<file path="config.mk">
export PLATFORM = sky130hd
export DESIGN_NAME = mc_ctrl
export DESIGN_NICKNAME = d
export VERILOG_FILES = /design/src/rtl/mips_ctrl_pkg.sv /design/src/rtl/instr_class_dec.sv /design/src/rtl/mc_ctrl.sv
export SDC_FILE = /design/constraint.sdc
export NUM_CORES = 1
export LEC_CHECK = 0
export BUFFER_PORTS_ARGS = -buffer_cell sky130_fd_sc_hd__buf_2
export CAP_MARGIN = 10
export CORE_MARGIN = 2
export CORE_UTILIZATION = 35
export CTS_CLUSTER_DIAMETER = 120
export CTS_CLUSTER_SIZE = 16
export DETAILED_ROUTE_END_ITERATION = 12
export MAX_ROUTING_LAYER = met4
export PLACE_DENSITY = 0.65
export SLEW_MARGIN = 5
export SYNTH_ARGS = -nofsm -noshare
export SYNTH_HDL_FRONTEND = slang
export SYNTH_SLANG_ARGS = --single-unit
</file>
<file path="constraint.sdc">
create_clock -name clk -period 2.4 [get_ports clk]
set_input_delay 0.48 -clock clk [delete_from_list [all_inputs] [get_ports clk]]
set_output_delay 0.48 -clock clk [all_outputs]
set_load 0.1 [all_outputs]
</file>
<file path="src/rtl/mips_ctrl_pkg.sv">
// mips_ctrl_pkg: opcode/funct codes, ALUOp and mux-select encodings, state and class enums shared by the multi-cycle controller and datapath
package mips_ctrl_pkg;
    localparam logic [5:0] NONE_OP   = 6'h00;
    localparam logic [5:0] OP_REGIMM = 6'h01;
    localparam logic [5:0] OP_J      = 6'h02;
    localparam logic [5:0] OP_JAL    = 6'h03;
    localparam logic [5:0] OP_BEQ    = 6'h04;
    localparam logic [5:0] OP_SLTIU  = 6'h0b;
    localparam logic [5:0] OP_ORI    = 6'h0d;
    localparam logic [5:0] OP_LUI    = 6'h0f;
    localparam logic [5:0] OP_LW     = 6'h23;
    localparam logic [5:0] OP_SW     = 6'h2b;
    localparam logic [5:0] FN_JR     = 6'h08;
    localparam logic [5:0] FN_ADDU   = 6'h21;
    localparam logic [5:0] FN_SUBU   = 6'h23;
    localparam logic [5:0] FN_OR     = 6'h25;
    localparam int ST_W = 4;
    localparam logic [2:0] ALU_ADD  = 3'b000;
    localparam logic [2:0] ALU_SUB  = 3'b001;
    localparam logic [2:0] ALU_EQ   = 3'b010;
    localparam logic [2:0] ALU_OR   = 3'b011;
    localparam logic [2:0] ALU_LUI  = 3'b100;
    localparam logic [2:0] ALU_SLTU = 3'b101;
    localparam logic [2:0] ALU_BGEZ = 3'b110;
    localparam logic       SRCA_PC  = 1'b0;
    localparam logic       SRCA_RS  = 1'b1;
    localparam logic [1:0] SRCB_RT  = 2'd0;
    localparam logic [1:0] SRCB_4   = 2'd1;
    localparam logic [1:0] SRCB_IMM = 2'd2;
    localparam logic [1:0] DST_RT   = 2'd0;
    localparam logic [1:0] DST_RD   = 2'd1;
    localparam logic [1:0] DST_RA   = 2'd2;
    localparam logic [1:0] WD_ALU   = 2'd0;
    localparam logic [1:0] WD_DM    = 2'd1;
    localparam logic [1:0] WD_PC    = 2'd2;
    localparam logic [1:0] NPC_PC4  = 2'd0;
    localparam logic [1:0] NPC_BR   = 2'd1;
    localparam logic [1:0] NPC_J    = 2'd2;
    localparam logic [1:0] NPC_RS   = 2'd3;
    typedef enum logic [ST_W-1:0] {
        S_FETCH, S_DECODE, S_EXE, S_ALUWB, S_MEMADR, S_MEMRD,
        S_MEMWB, S_MEMWR, S_BRANCH, S_JUMP, S_TRAP
    } state_t;
    typedef enum logic [3:0] {
        C_ILL, C_ADDU, C_SUBU, C_OR, C_SLTIU, C_ORI, C_LUI,
        C_LW, C_SW, C_BEQ, C_BGEZ, C_J, C_JAL, C_JR
    } cls_t;
    function automatic logic is_rtype(input cls_t c);
        return c == C_ADDU || c == C_SUBU || c == C_OR;
    endfunction
endpackage

</file>
<file path="src/rtl/instr_class_dec.sv">
// instr_class_dec: combinational {opcode,funct} to instruction class
import mips_ctrl_pkg::*;
module instr_class_dec (
    input  logic [5:0] opcode,
    input  logic [5:0] funct,
    output cls_t       cls
);
    // funct only matters inside the SPECIAL group
    always_comb begin
        cls = C_ILL;
        case (opcode)
            NONE_OP: cls = funct == FN_ADDU ? C_ADDU :
                           funct == FN_SUBU ? C_SUBU :
                           funct == FN_OR   ? C_OR   :
                           funct == FN_JR   ? C_JR   : C_ILL;
            OP_REGIMM: cls = C_BGEZ;
            OP_J:      cls = C_J;
            OP_JAL:    cls = C_JAL;
            OP_BEQ:    cls = C_BEQ;
            OP_SLTIU:  cls = C_SLTIU;
            OP_ORI:    cls = C_ORI;
            OP_LUI:    cls = C_LUI;
            OP_LW:     cls = C_LW;
            OP_SW:     cls = C_SW;
            default:   cls = C_ILL;
        endcase
    end
endmodule

</file>
<file path="src/rtl/mc_ctrl.sv">
// mc_ctrl: multi-cycle MIPS control FSM driving PC/IR/GRF/DM enables, ALU selects and ALUOp
// CTRL_ILLEGAL_TRAP_EN: unknown instructions park in TRAP with illegal=1 until reset; otherwise they run as a nop
import mips_ctrl_pkg::*;
module mc_ctrl (
    input  logic       clk,
    input  logic       reset,
    input  logic [5:0] opcode,
    input  logic [5:0] funct,
    input  logic       zero,
    output logic       PCWr,
    output logic       IRWr,
    output logic       RegWr,
    output logic       MemWr,
    output logic [2:0] ALUOp,
    output logic       ALUSrcA,
    output logic [1:0] ALUSrcB,
    output logic       ExtOp,
    output logic [1:0] RegDst,
    output logic [1:0] MemtoReg,
    output logic [1:0] NPCOp,
    output logic       illegal
);
    state_t state, nxt;
    cls_t   cls, dec_cls;
    instr_class_dec u_dec (
        .opcode (opcode),
        .funct  (funct),
        .cls    (dec_cls)
    );
    // state register; the class is captured once in DECODE so later states ignore IR changes
    always_ff @(posedge clk) begin
        if (reset) begin
            state <= S_FETCH;
            cls   <= C_ILL;
        end else begin
            state <= nxt;
            if (state == S_DECODE) cls <= dec_cls;
        end
    end
    // next state and Moore outputs; reset overrides every output so an aborted instruction writes nothing
    always_comb begin
        nxt      = S_FETCH;
        PCWr     = 1'b0;
        IRWr     = 1'b0;
        RegWr    = 1'b0;
        MemWr    = 1'b0;
        ALUOp    = ALU_ADD;
        ALUSrcA  = SRCA_PC;
        ALUSrcB  = SRCB_RT;
        ExtOp    = 1'b0;
        RegDst   = DST_RT;
        MemtoReg = WD_ALU;
        NPCOp    = NPC_PC4;
        illegal  = 1'b0;
        case (state)
            S_FETCH: begin
                IRWr    = 1'b1;
                PCWr    = 1'b1;
                ALUSrcB = SRCB_4;
                nxt     = S_DECODE;
            end
            S_DECODE: begin
                case (dec_cls)
                    C_ADDU, C_SUBU, C_OR, C_SLTIU, C_ORI, C_LUI: nxt = S_EXE;
                    C_LW, C_SW:                                 nxt = S_MEMADR;
                    C_BEQ, C_BGEZ:                              nxt = S_BRANCH;
                    C_J, C_JAL, C_JR:                           nxt = S_JUMP;
`ifdef CTRL_ILLEGAL_TRAP_EN
                    default:                                    nxt = S_TRAP;
`else
                    default:                                    nxt = S_FETCH;
`endif
                endcase
            end
            S_EXE: begin
                ALUSrcA = SRCA_RS;
                ALUSrcB = is_rtype(cls) ? SRCB_RT : SRCB_IMM;
                ExtOp   = cls == C_SLTIU;
                ALUOp   = cls == C_SUBU  ? ALU_SUB  :
                          cls == C_OR || cls == C_ORI ? ALU_OR :
                          cls == C_LUI   ? ALU_LUI  :
                          cls == C_SLTIU ? ALU_SLTU : ALU_ADD;
                nxt     = S_ALUWB;
            end
            S_ALUWB: begin
                RegWr  = 1'b1;
                RegDst = is_rtype(cls) ? DST_RD : DST_RT;
                nxt    = S_FETCH;
            end
            S_MEMADR: begin
                ALUSrcA = SRCA_RS;
                ALUSrcB = SRCB_IMM;
                ExtOp   = 1'b1;
                nxt     = cls == C_LW ? S_MEMRD : S_MEMWR;
            end
            S_MEMRD: nxt = S_MEMWB;
            S_MEMWB: begin
                RegWr    = 1'b1;
                MemtoReg = WD_DM;
                nxt      = S_FETCH;
            end
            S_MEMWR: begin
                MemWr = 1'b1;
                nxt   = S_FETCH;
            end
            S_BRANCH: begin
                ALUSrcA = SRCA_RS;
                ALUOp   = cls == C_BGEZ ? ALU_BGEZ : ALU_EQ;
                PCWr    = zero;
                NPCOp   = NPC_BR;
                nxt     = S_FETCH;
            end
            S_JUMP: begin
                PCWr     = 1'b1;
                NPCOp    = cls == C_JR ? NPC_RS : NPC_J;
                RegWr    = cls == C_JAL;
                RegDst   = cls == C_JAL ? DST_RA : DST_RT;
                MemtoReg = cls == C_JAL ? WD_PC : WD_ALU;
                nxt      = S_FETCH;
            end
`ifdef CTRL_ILLEGAL_TRAP_EN
            S_TRAP: begin
                illegal = 1'b1;
                nxt     = S_TRAP;
            end
`endif
            default: nxt = S_FETCH;
        endcase
        if (reset) begin
            PCWr     = 1'b0;
            IRWr     = 1'b0;
            RegWr    = 1'b0;
            MemWr    = 1'b0;
            ALUOp    = ALU_ADD;
            ALUSrcA  = SRCA_PC;
            ALUSrcB  = SRCB_RT;
            ExtOp    = 1'b0;
            RegDst   = DST_RT;
            MemtoReg = WD_ALU;
            NPCOp    = NPC_PC4;
            illegal  = 1'b0;
        end
    end
endmodule

</file>
==> results.txt <==
----------------------------------------------------
[Die]
  Die span in y ... 56.98 um
  Io pins ... 33
  Placeable core area ... 2710 um2
  Row cnt ... 19
  Effective utilization at floorplan ... 36.24%
  Die Area ... 3246 um2
  Chip Width ... 56.98 um

[GRT]
  Global-route wire length before repair ... 4326 um
  Antenna violations before repair ... 0
  Overall routing resource usage ... 17.52%
  Largest net degree at the start of global routing ... 13
  Vias in the first global route ... 950
  Overall overflow remaining after global route ... 0

[Timing]
  Maximum operating frequency ... 437.5 MHz
  Final worst path period need ... 2.286 ns
  Post-route fraction of the period consumed by the critical path ... 95.25%
  Setup repair after global routing missed its margin ... no
  Sum of negative setup slack ... 0 ns
  Measured slew at the worst slew-check pin ... 0.5011 ns
  Clock skew ... 0.0009882 ns
  Total count of max-transition violations in the final report ... 0
  Max-slew headroom ... 66.34%
  Count of final hold-check violations ... 0
  Final setup viols ... 0
  Worst hold slack across all endpoints ... 0.5468 ns

[Place]
  I/O Buffers ... 31
  Placed cell area ... 1460 um2
  Number of cells in the design after placement ... 188
  RePlAce Congestion ... 0.7754
  HPWL after detailed placement ... 2144 um

[Synthesis]
  Post-synth net total ... 149
  Xor/xnor cell area share of the yosys netlist ... 3.567%
  Cell Area, Synth ... 982.2 um2
  Leading post-synthesis cells by cell area ... sky130_fd_sc_hd__dfxtp_1 16%, sky130_fd_sc_hd__nor2_1 6.5%, sky130_fd_sc_hd__a21oi_1 5.6%, sky130_fd_sc_hd__nor3_1 5.6%, sky130_fd_sc_hd__nand2b_1 4.5%
  Dominant cell type by area after synthesis ... sky130_fd_sc_hd__dfxtp_1
  Synth cell count leaders ... 17 x sky130_fd_sc_hd__nor2_1, 11 x sky130_fd_sc_hd__a21oi_1, 11 x sky130_fd_sc_hd__nor3_1
  Sequential cell area fraction in the yosys report ... 16.31%
  Total number of yosys warnings ... 0
  Unique cell type count in the Yosys netlist ... 43
  Mapped Cells ... 134
  Area share of fa/ha/maj cells after synthesis ... 0%
  Largest family of logic cells by synthesized area ... simple AND/OR/NAND/NOR gates
  Share of Yosys cell area claimed by the top area cell type ... 16.31%
  Mux contribution to synthesized area ... 3.057%
  Simple-gate share of the synthesized area ... 43.95%
  Prevailing post-synth register cell ... sky130_fd_sc_hd__dfxtp_1
  Share of flip-flops with an asynchronous set or reset after synthesis ... 0%
  Post-synthesis sequential element count ... 8
  Share of the synthesized area in compound gates (AO/OA/AOI/OAI) ... 22.93%
  Count of flip-flops with a built-in enable after synthesis ... 0
  Syn avg cell area ... 7.330 um2
  Most instantiated library cell after synthesis ... sky130_fd_sc_hd__nor2_1

[Cells and area]
  Fraction of final layout cells sized beyond drive strength 1 ... 40.63%
  Synth-to-Final Area Change ... 51.34%
  Final core occ ... 54.85%
  # diodes ... 0
  Count of placed standard cells in the final layout, fillers left out ... 191
  Final instance area ... 1486 um2
  Layout net count ... 177

[Route]
  DRC ... 0
  Routed wire length ... 2593 um
  Total via count after detailed routing ... 1061
  Iteration-0 DRC count of the detailed router ... 18
  Average wire length per cell after detail routing ... 13.58 um
  Post-route antenna net violation count ... 0
  Initial DRT Pass Iterations ... 4
  Per-cell via count in the routed design ... 5.555

[Outcome]
  Run status ... completed

[Power]
  Max IR drop VDD ... 0.2010 mV
  Leakage power total ... 0.0005490 uW
  Total power divided by cell area ... 320.0 nW/um2

[Worst setup path]
  Critical Path Start Type ... register
  Highest cell delay on the worst timing path ... 0.35 ns
  Launching instance or port of the critical path ... state[1]$_SDFF_PP0_
  Data arrival, critical path ... 1.81 ns
  Cell breakdown of the critical path ... buf_4 > nor3_4 > nand2_2 > nor2_4 > and4b_4 > a31o_4 > buf_12
  Worst EP required ... 1.92 ns
  Type of the setup path with the least slack ... register to primary output
  CP bufs+invs ... 2
  Source of the worst register-to-register timing path ... state[3]$_SDFF_PP0_
  Kind of end point of the critical path ... primary output
  Cell with the largest stage delay on the worst path ... sky130_fd_sc_hd__dfxtp_2
  Maximum fanout encountered on the critical timing path ... 8
  Cell class contributing the biggest share of worst-path delay ... simple AND/OR/NAND/NOR gates

[Clock network]
  Inserted Clock Buffers ... 3
  Hold buffer count at cts ... 0
  Number of buffers on the longest clock path ... 2
  TritonCTS clock tree ... yes
  Number of levels the H-tree was split into ... 1
  Clock latency on the worst-skew pair ... 0.26 ns
  Root buffer cell ... sky130_fd_sc_hd__clkbuf_4
  TritonCTS sink count ... 8
  Clock transition at the registers of the reported paths ... 0.05 ns

[Worst hold path]
  Hold WC Path Type ... primary input to register
  Launch instance of the worst min-delay path ... reset

[Run]
  Maxcap violations ... 0

----------------------------------------------------
-- logic make-up (layout without fill, tap and decap cells) --
kind of cell,after synthesis,in the layout
mux,3,3
other cells,1,1
flops,8,8
xor+xnor,4,4
compound gates,31,31
buf+inv,17,43
simple gates,70,70
-- worst paths after layout --
| kind | to | slack [ns] | cells past startpoint |
|---|---|---|---|
| setup / recovery | RegWr | 0.11 | 7 |
| hold / removal | cls[3]$_SDFFE_PP0P_ | 0.55 | 2 |
| setup reg to reg | state[1]$_SDFF_PP0_ | 0.64 | 6 |
| hold reg to reg | cls[1]$_SDFFE_PP0P_ | 0.56 | 2 |
-- state kept, by name (all words and copies together), names as in the netlist --
signal,count
cls,4
state,4
-- metal layers --
layer	track usage, %	up-vias	routed length [um]
li1	-	542	-
met1	19.16	484	1087
met2	30.87	32	1369
met3	1.587	3	100
met4	9.967	0	36
met5	-	-	0
-- report_power, final --
part	leakage (uW)	internal (uW)	total, uW	switching, uW
combinational	0.000470	77.1	227	150
sequential	0.0000655	140	146	6.41
clock	0.0000138	57.1	102	45.2
-- final cells by class --
class,instances,area (um2)
Clock buffer,3,22.52
Fill cell,257,1224
Inverter,3,11.26
Timing Repair Buffer,37,397.9
Sequential cell,8,161.4
Tap cell,31,38.79
Multi-Input combinational cell,109,854.6
-- through the flow --
| stage | worst slack, ns | power [uW] |
|---|---|---|
| finish | 0.1140 | 475.6 |
| global placement | 0.2859 | 370.1 |
| detailed placement | 0.2415 | 375.5 |
| global route | 0.02498 | 504.7 |
| CTS | 0.03432 | 479.6 |
| floorplan | -0.4620 | 329.7 |
-- cell usage in the layout (no fill, tap or decap), drive strengths merged, types with 4 or more instances in the layout --
master  Yosys  routed
buf         8      36
nor2       17      17
clkbuf      6       4
dfxtp       8       8
nand2       9       9
nor4        4       4
nand2b      7       7
a21oi      12      12
o21ai       4       4
nor3       11      11
nor2b       4       4
-- timing repair --
action / 4_1_cts / 5_1_grt
resized for setup: 0 / 2
setup buffers: 0 / 0
setup endpoints to repair: 0 / 3
No activity file was read; power rests on OpenSTA's default activity.
